### src/rtl/uart_tx_pkg.sv
// Shared types and constants for the UART transmit scheduler: FSM states,
// frame phase flag and header byte construction.
package uart_tx_pkg;

    localparam int IDX_W = 4;
    localparam logic [7:0] HDR_BASE = 8'hA0;

    typedef enum logic [1:0] {
        ST_IDLE  = 2'd0,
        ST_START = 2'd1,
        ST_ACK   = 2'd2,
        ST_DONE  = 2'd3
    } state_e;

    typedef enum logic {
        PH_HDR  = 1'b0,
        PH_DATA = 1'b1
    } phase_e;

    function automatic logic [7:0] hdr_byte(input logic [IDX_W-1:0] ch);
        return HDR_BASE | {4'h0, ch};
    endfunction

endpackage

### src/rtl/uart_tx_scheduler_arbiter.sv
// Combinational round-robin arbiter: grants the first requesting index
// strictly after i_last_grant, wrapping at NUM_REQ.
module rr_arbiter
    import uart_tx_pkg::*;
#(
    parameter int NUM_REQ = 4
) (
    input  logic [NUM_REQ-1:0] i_req,
    input  logic [IDX_W-1:0]   i_last_grant,
    output logic [NUM_REQ-1:0] o_grant,
    output logic [IDX_W-1:0]   o_grant_idx,
    output logic               o_any
);

    int w_best_dist;
    int w_dist;

    // Distance 0 is the slot right after the last grant, so the smallest
    // distance among requesters is the round-robin winner.
    always_comb begin
        w_best_dist = NUM_REQ;
        w_dist      = 0;
        o_grant_idx = '0;
        for (int i = 0; i < NUM_REQ; i++) begin
            w_dist = i - int'(i_last_grant) - 1;
            if (w_dist < 0) begin
                w_dist = w_dist + NUM_REQ;
            end
            if (i_req[i] && (w_dist < w_best_dist)) begin
                w_best_dist = w_dist;
                o_grant_idx = IDX_W'(i);
            end
        end
    end

    assign o_any = |i_req;

    generate
        for (genvar gi = 0; gi < NUM_REQ; gi++) begin : g_onehot
            assign o_grant[gi] = o_any && (o_grant_idx == IDX_W'(gi));
        end
    endgenerate

endmodule

### src/rtl/uart_tx_scheduler.sv
// Shares one byte-level UART transmitter among up to 16 producers: per-requester
// slots, round-robin grant, and a header+data frame sequenced over start/busy.
module uart_tx_scheduler
    import uart_tx_pkg::*;
#(
    parameter int NUM_REQ     = 4,
    parameter bit HEADER_EN   = 1'b1,
    parameter int ACK_TIMEOUT = 16
) (
    input  logic                 clk,
    input  logic                 rst_n,
    input  logic [NUM_REQ-1:0]   req_pulse,
    input  logic [8*NUM_REQ-1:0] req_data,
    output logic [NUM_REQ-1:0]   req_drop,
    output logic                 tx_start,
    output logic [7:0]           tx_byte,
    input  logic                 tx_busy,
    output logic                 err_timeout,
    output logic                 sched_busy
);

    localparam int CNT_W = $clog2(ACK_TIMEOUT + 1);
    localparam logic [CNT_W-1:0] CNT_LAST = CNT_W'(ACK_TIMEOUT - 1);
    localparam logic [IDX_W-1:0] LAST_RST = IDX_W'(NUM_REQ - 1);

    state_e             r_state;
    state_e             w_state_next;
    phase_e             r_phase;
    logic [IDX_W-1:0]   r_last_grant;
    logic [IDX_W-1:0]   r_chan;
    logic [7:0]         r_shadow;
    logic [CNT_W-1:0]   r_tmo_cnt;
    logic               r_tx_start;
    logic [7:0]         r_tx_byte;
    logic               r_err_timeout;
    logic [NUM_REQ-1:0] r_req_drop;

    logic [NUM_REQ-1:0] w_pending;
    logic [NUM_REQ-1:0] w_gnt_oh;
    logic [NUM_REQ-1:0] w_clr;
    logic [NUM_REQ-1:0] w_drop;
    logic [IDX_W-1:0]   w_gnt_idx;
    logic               w_any;
    logic               w_grant_fire;
    logic [7:0]         w_slot [NUM_REQ];
    logic [7:0]         w_sel_data;
    logic               w_tx_start_next;
    logic [7:0]         w_tx_byte_next;
    logic               w_err_next;

    rr_arbiter #(
        .NUM_REQ(NUM_REQ)
    ) u_arb (
        .i_req        (w_pending),
        .i_last_grant (r_last_grant),
        .o_grant      (w_gnt_oh),
        .o_grant_idx  (w_gnt_idx),
        .o_any        (w_any)
    );

    assign w_grant_fire = (r_state == ST_IDLE) && w_any;

    // A strobe landing on the slot being granted re-arms it instead of
    // counting as an overwrite; the shadow register still takes the old byte.
    generate
        for (genvar gi = 0; gi < NUM_REQ; gi++) begin : g_slot
            logic [7:0] r_data;
            logic       r_pend;

            assign w_clr[gi]  = w_grant_fire && w_gnt_oh[gi];
            assign w_drop[gi] = req_pulse[gi] && r_pend && !w_clr[gi];
            assign w_pending[gi] = r_pend;
            assign w_slot[gi]    = r_data;

            always_ff @(posedge clk or negedge rst_n) begin
                if (!rst_n) begin
                    r_data <= '0;
                    r_pend <= 1'b0;
                end else if (req_pulse[gi]) begin
                    r_data <= req_data[8*gi +: 8];
                    r_pend <= 1'b1;
                end else if (w_clr[gi]) begin
                    r_pend <= 1'b0;
                end
            end
        end
    endgenerate

    always_comb begin
        w_sel_data = '0;
        for (int i = 0; i < NUM_REQ; i++) begin
            if (w_gnt_oh[i]) begin
                w_sel_data = w_sel_data | w_slot[i];
            end
        end
    end

    always_ff @(posedge clk or negedge rst_n) begin
        if (!rst_n) begin
            r_state       <= ST_IDLE;
            r_phase       <= PH_HDR;
            r_last_grant  <= LAST_RST;
            r_chan        <= '0;
            r_shadow      <= '0;
            r_tmo_cnt     <= '0;
            r_tx_start    <= 1'b0;
            r_tx_byte     <= '0;
            r_err_timeout <= 1'b0;
            r_req_drop    <= '0;
        end else begin
            r_state       <= w_state_next;
            r_tx_start    <= w_tx_start_next;
            r_tx_byte     <= w_tx_byte_next;
            r_err_timeout <= w_err_next;
            r_req_drop    <= w_drop;
            if (w_grant_fire) begin
                r_last_grant <= w_gnt_idx;
                r_chan       <= w_gnt_idx;
                r_shadow     <= w_sel_data;
                r_phase      <= HEADER_EN ? PH_HDR : PH_DATA;
            end else if ((r_state == ST_DONE) && !tx_busy && (r_phase == PH_HDR)) begin
                r_phase <= PH_DATA;
            end
            if (r_state == ST_ACK) begin
                r_tmo_cnt <= r_tmo_cnt + CNT_W'(1);
            end else begin
                r_tmo_cnt <= '0;
            end
        end
    end

    always_comb begin
        w_state_next = r_state;
        unique case (r_state)
            ST_IDLE:  if (w_any) w_state_next = ST_START;
            ST_START: if (!tx_busy) w_state_next = ST_ACK;
            ST_ACK: begin
                if (tx_busy) begin
                    w_state_next = ST_DONE;
                end else if (r_tmo_cnt == CNT_LAST) begin
                    w_state_next = ST_IDLE;
                end
            end
            ST_DONE: begin
                if (!tx_busy) begin
                    w_state_next = (r_phase == PH_HDR) ? ST_START : ST_IDLE;
                end
            end
            default:  w_state_next = ST_IDLE;
        endcase
    end

    // START also holds off while the transmitter is still finishing a byte
    // left over from an aborted frame, so a strobe never overlaps busy.
    always_comb begin
        w_tx_start_next = (r_state == ST_START) && !tx_busy;
        w_tx_byte_next  = r_tx_byte;
        if (w_tx_start_next) begin
            w_tx_byte_next = (r_phase == PH_HDR) ? hdr_byte(r_chan) : r_shadow;
        end
        w_err_next = (r_state == ST_ACK) && !tx_busy && (r_tmo_cnt == CNT_LAST);
    end

    assign tx_start    = r_tx_start;
    assign tx_byte     = r_tx_byte;
    assign err_timeout = r_err_timeout;
    assign req_drop    = r_req_drop;
    assign sched_busy  = (r_state != ST_IDLE);

endmodule

### config.mk
export PLATFORM = sky130hd
export DESIGN_NAME = uart_tx_scheduler
export DESIGN_NICKNAME = d
export VERILOG_FILES = /design/src/rtl/uart_tx_pkg.sv /design/src/rtl/uart_tx_scheduler_arbiter.sv /design/src/rtl/uart_tx_scheduler.sv
export SDC_FILE = /design/constraint.sdc
export NUM_CORES = 1
export LEC_CHECK = 0
export CAP_MARGIN = 20
export CORE_MARGIN = 2
export CORE_UTILIZATION = 45
export CTS_BUF_LIST = sky130_fd_sc_hd__clkbuf_16
export DETAILED_ROUTE_END_ITERATION = 10
export PLACE_DENSITY_LB_ADDON = 0.15
export SYNTH_ARGS = -nofsm -noshare
export SYNTH_HDL_FRONTEND = slang
export SYNTH_SLANG_ARGS = --single-unit
### constraint.sdc
create_clock -name clk -period 8.2 [get_ports clk]
set_clock_uncertainty 0.05 [all_clocks]
set_input_delay 0.82 -clock clk [delete_from_list [all_inputs] [get_ports clk]]
set_output_delay 0.82 -clock clk [all_outputs]
set_load 0.1 [all_outputs]
==> results of run 1 <==
## cells by family after synthesis
logic type,after synthesis,synth area share
adder cells (fa/ha/maj),103,0.232
flip-flops,70,0.311
other,2,0.00133
multiplexers,45,0.0904
AO/OA/AOI/OAI,108,0.136
buffers and inverters,54,0.0424
AND/OR/NAND/NOR,200,0.182
XOR/XNOR,3,0.00467
## per-layer routing
metal	part of all wire	global-route usage	up-vias
li1	-	-	2259
met1	0.43	0.250	2182
met2	0.51	0.362	104
met3	0.032	0.0356	29
met4	0.022	0.0786	0
met5	0	0	-
## cells in the final DEF (no fill, tap or decap), types with 3 or more instances in the layout
cell type / instances
a2111oi_2: 3
a211oi_1: 4
a21o_1: 3
a21oi_1: 29
a21oi_2: 8
a221oi_1: 6
a31oi_1: 10
and2_1: 9
and3_1: 3
and4_1: 4
buf_4: 6
clkbuf_16: 9
clkdlybuf4s50_1: 52
clkinv_1: 4
conb_1: 39
dfrtp_1: 68
ha_1: 101
inv_1: 26
inv_2: 4
mux2_1: 8
mux2_2: 32
mux2i_1: 3
nand2_1: 47
nand2b_1: 5
nand3_1: 23
nand3b_1: 8
nand4_1: 16
nand4b_1: 8
nor2_1: 48
nor2b_1: 3
nor3_1: 10
nor4_1: 6
nor4b_1: 3
o211ai_1: 4
o21a_1: 3
o21ai_0: 11
o21ai_1: 9
## flip-flops by register name (all words and copies together) (netlist names)
name	flops
err_timeout	1
g_slot.r_data	32
g_slot.r_pend	4
r_chan	2
r_last_grant	2
r_phase	1
r_shadow	8
r_state	2
r_tmo_cnt	5
req_drop	4
tx_byte	8
tx_start	1
## worst max path at each step
| stage | cells past startpoint | slack [ps] | to |
|---|---|---|---|
| 4_1_cts | 31 | 290 | r_shadow[3] |
| 3_3_place_gp | 31 | 700 | r_shadow[5] |
| 3_5_place_dp | 31 | 310 | r_shadow[3] |
| 6_report | 32 | 670 | r_shadow[3] |
| 2_1_floorplan | 35 | 1410 | req_drop[0] |
| 5_1_grt | 31 | 100 | req_drop[3] |
## layout make-up
type / instances / share of cell area
Inverter: 32 / 0.0183
Clock inverter: 7 / 0.0130
Clock buffer: 9 / 0.0333
Sequential cell: 70 / 0.260
Tap cell: 168 / 0.0311
Timing Repair Buffer: 59 / 0.0844
Multi-Input combinational cell: 498 / 0.560
## per-stage QoR
step / util / instances / area (um2) / hold slack, ps
6_report: 0.558 / 843 / 6760 / 411
4_1_cts: 0.557 / 843 / 6750 / 419
3_3_place_gp: 0.531 / 827 / 6430 / 399
3_5_place_dp: 0.531 / 827 / 6430 / 412
2_1_floorplan: - / 622 / 5770 / 383
5_1_grt: 0.558 / 843 / 6760 / 430
## worst max-delay path, delay by kind of cell, from the launching register on
| kind | cells | cell delay (ps) |
|---|---|---|
| DFF | 1 | 550 |
| buffers and inverters | 3 | 670 |
| adders and majority gates | 4 | 1230 |
| and+or+nand+nor | 14 | 2680 |
| AOI/OAI and AO/OA | 11 | 2260 |
==> out/metrics.yaml, run 1 <==
outcome:
  status: "finished clean"
drt:
  wl_um: 13000
  dr.pass1.iters: 5
  drtIter0Drc: 172
  viasPerCell: 5.43
  num_vias: 4574
  drcViolationCount: 0
  ant_nets: 0
  avgRoutedWirePerCell_um: 15.4
synthesis:
  yosys.cell_count.top_type: "ha_1"
  syn_area_um2: 5630
  ys_async_sr_fraction: 1.00
  syn_avg_cell_area_um2: 9.63
  ys_ff_latch: 70
  synth_area_leaders: "dfrtp_1 30%, ha_1 22%, mux2_2 6.4%"
  synth_top_flop_cell: "dfrtp_1"
  ys_seq_area_frac: 0.311
  synth.top_cell.area_share: 0.302
  synth.distinct_cells: 64
  synth_edf_count: 0
  synthTopCellsByCount: "101 x ha_1, 68 x dfrtp_1, 48 x nor2_1"
  yosysTopAreaCell: "dfrtp_1"
  synth_cells: 585
  yosys_warnings: 0
placement:
  place.gp.congestion: 0.942
  place.port_buffers: 53
  dpl.hpwl_um: 10200
  post-place-ws_ps: 312
setup_path:
  critPathRequiredTime_ps: 8410
  crit_top_cell: "ha_1"
  cp-end-kind: "register"
  rr_worst_depth: 32
  critical_path_class: "reg2reg"
  cp-start-kind: "register"
  crit_path_max_incr_delay_ps: 550
  startpoint: "r_last_grant[1]"
  cp_slowest_cell: "dfstp_2"
  timing.reg2reg.setup_slack_ps: 670
  r2r-end: "r_shadow[3]"
  critPathArrivalTime_ps: 7730
  timing.rr.start: "r_last_grant[1]"
  worstPathMaxFanout: 24
grt:
  grt_pass1_wl_um: 21700
  grt_pass1_vias: 4505
  antenna_found_initial: 0
  track_usage: 0.205
  grt_overflow: 0
  grt_max_degree: 71
die:
  fp.dieW_um: 116
  die_h_um: 116
  ios: 54
  die_area_um2: 13400
  core_area_um2: 12100
  initial_core_util: 0.465
  rows: 40
sta:
  worst_pin_slew_ps: 973
  finalCritPeriodShare: 0.918
  rsz0062_at_grt: "no"
  post-route-min-period_ps: 7530
  max_freq_mhz: 133
  setup_tns_ps: 0
  fin_ws_ps: 674
  drv_slew: 0
  finalSetupViolCount: 0
  hold_viol: 0
  slew_headroom: 0.349
hold_path:
  hp-class: "reg2reg"
  hp-start: "r_tmo_cnt[0]"
  worstHoldEndpoint: "r_tmo_cnt[0]"
  min_path_cells: 1
clock_tree:
  tritoncts: "built"
  numCtsBuffers: 9
  path_clk_slew_ps: 60
  hold_buffers: 0
  cts_root_buf: "clkbuf_16"
  clk_latency_ps: 330
  h-tree-depth: 3
  clockBufferDepth: 2
  cts_setup_buffers: 0
  cts_sinks: 70
  cts_resized: 0
final_layout:
  area_growth_pct: 20.0
  antenna_cells: 0
  fillerInstances: 1104
  seq_area_um2: 1750
  fin_nets: 812
  drive_above_1_share: 0.121
  multi_input_area_um2: 3790
flow_run:
  cap_viol_max_count: 0
Power of run 1 is left out: the tool's default activity adds up to more than one toggle a clock period on the data nets, which glitch-free logic cannot reach.
==> inputs of run 2 (changes only) <==
--- a/config.mk
+++ b/config.mk
@@ -7,7 +7,7 @@
 export LEC_CHECK = 0
 export CAP_MARGIN = 20
 export CORE_MARGIN = 2
-export CORE_UTILIZATION = 45
+export CORE_UTILIZATION = 30
 export CTS_BUF_LIST = sky130_fd_sc_hd__clkbuf_16
 export DETAILED_ROUTE_END_ITERATION = 10
 export PLACE_DENSITY_LB_ADDON = 0.15
==> out/metrics.yaml, run 2 (synthesized netlist as in run 1, its figures left out) <==
sta:
  finalCritPeriodShare: 0.920
  worst_pin_slew_ps: 988
  max_freq_mhz: 133
  hold_viol: 0
  drv_slew: 0
  setup_tns_ps: 0
  slew_headroom: 0.339
  finalSetupViolCount: 0
  post-route-min-period_ps: 7550
clock_tree:
  tritoncts: "built"
  hold_buffers: 0
  clockBufferDepth: 2
  path_clk_slew_ps: 60
  cts_root_buf: "clkbuf_16"
  clk_latency_ps: 330
  cts_sinks: 70
  numCtsBuffers: 9
  h-tree-depth: 3
final_layout:
  final_cell_mix: "101 x ha_1, 68 x dfrtp_1, 52 x clkdlybuf4s50_1"
  stdcell_area_um2: 6890
  antenna_cells: 0
  fillerInstances: 1873
  finish.utilization: 0.371
  layout_commonest_cell: "ha_1"
  area_growth_pct: 22.4
  fin_nets: 818
  largest_register_ffs: 32
  regMostFlops: "g_slot.r_data"
  drive_above_1_share: 0.131
die:
  die_area_um2: 19900
  fp.dieW_um: 141
  initial_core_util: 0.303
  rows: 50
  die_h_um: 141
  ios: 54
  core_area_um2: 18600
setup_path:
  r2r-end: "r_shadow[7]"
  critical_path_class: "reg2reg"
  cp_slowest_cell: "dfstp_2"
  crit_path_max_incr_delay_ps: 550
  cp-end-kind: "register"
  critPathArrivalTime_ps: 7760
  rr_worst_depth: 32
  critPathRequiredTime_ps: 8420
  path_buf_inv: 3
  endpoint: "r_shadow[7]"
  timing.rr.start: "r_last_grant[1]"
  crit_top_cell: "ha_1"
  timing.reg2reg.setup_slack_ps: 650
  crit_cells: 32
  cp-start-kind: "register"
  cpLargestDelayFamily: "simple AND/OR/NAND/NOR gates"
  worstPathMaxFanout: 24
  startpoint: "r_last_grant[1]"
grt:
  grt_max_degree: 71
  grt_pass1_vias: 4662
  grt_pass1_wl_um: 23800
  track_usage: 0.149
  grt_overflow: 0
  antenna_found_initial: 0
drt:
  met3WireLength_um: 501
  ant_nets: 0
  viasPerCell: 4.96
  num_vias: 4538
  drtIter0Drc: 175
  wl_met2_um: 7190
  met1_length_um: 6300
  avgRoutedWirePerCell_um: 15.7
  wl_um: 14300
  drcViolationCount: 0
  dr.pass1.iters: 4
  highest_layer: "met4"
flow_run:
  cap_viol_max_count: 0
placement:
  place.port_buffers: 53
  place_area_um2: 6530
  dpl.hpwl_um: 11100
  place.gp.congestion: 0.878
hold_path:
  hp-class: "reg2reg"
outcome:
  status: "finished clean"
run 2: cell types whose count changed in the layout (fill, tap and decap cells not counted), sizes merged:
| cell | previous run | this run |
|---|---|---|
| clkinv | 4 | 3 |
| buf | 7 | 13 |
run 2: worst min path at each step:
stage               cells after the start  slack (ps)    startpoint           end
floorplan                               1         380  r_tmo_cnt[0]  r_tmo_cnt[0]
global placement                        1         400  r_tmo_cnt[0]  r_tmo_cnt[0]
detailed placement                      2         410    tx_byte[6]    tx_byte[6]
CTS                                     1         420  r_tmo_cnt[0]  r_tmo_cnt[0]
global route                            1         440  r_tmo_cnt[0]  r_tmo_cnt[0]
finish                                  1         410  r_tmo_cnt[0]  r_tmo_cnt[0]
run 2: layout make-up:
type                    instances  area [um2]  share of cell area
flip-flops and latches         70        1750               0.255
multi-input cells             498        3790               0.551
clock buffers                   9         225              0.0327
inverters                      32         124              0.0180
well taps                     234         293              0.0425
repair buffers                 65         616              0.0893
clock inverters                 6        85.1              0.0123
run 2: metal layers:
| metal | track usage | vias up |
|---|---|---|
| li1 | - | 2256 |
| met1 | 0.190 | 2160 |
| met2 | 0.263 | 98 |
| met3 | 0.0197 | 24 |
| met4 | 0.0484 | 0 |
| met5 | 0 | - |
run 2: repair_timing:
item,CTS,global route
resized for setup,0,4
setup buffers,0,4
endpoints found under the setup margin,0,18
run 2: metrics by stage:
stage	setup WS, ps	std cells	hold slack, ps
after floorplan	1410	622	383
after global placement	505	895	399
after detailed placement	338	895	406
after CTS	300	910	417
after global routing	-25.4	914	438
final	654	914	407
Power of run 2 is left out for the same reason.
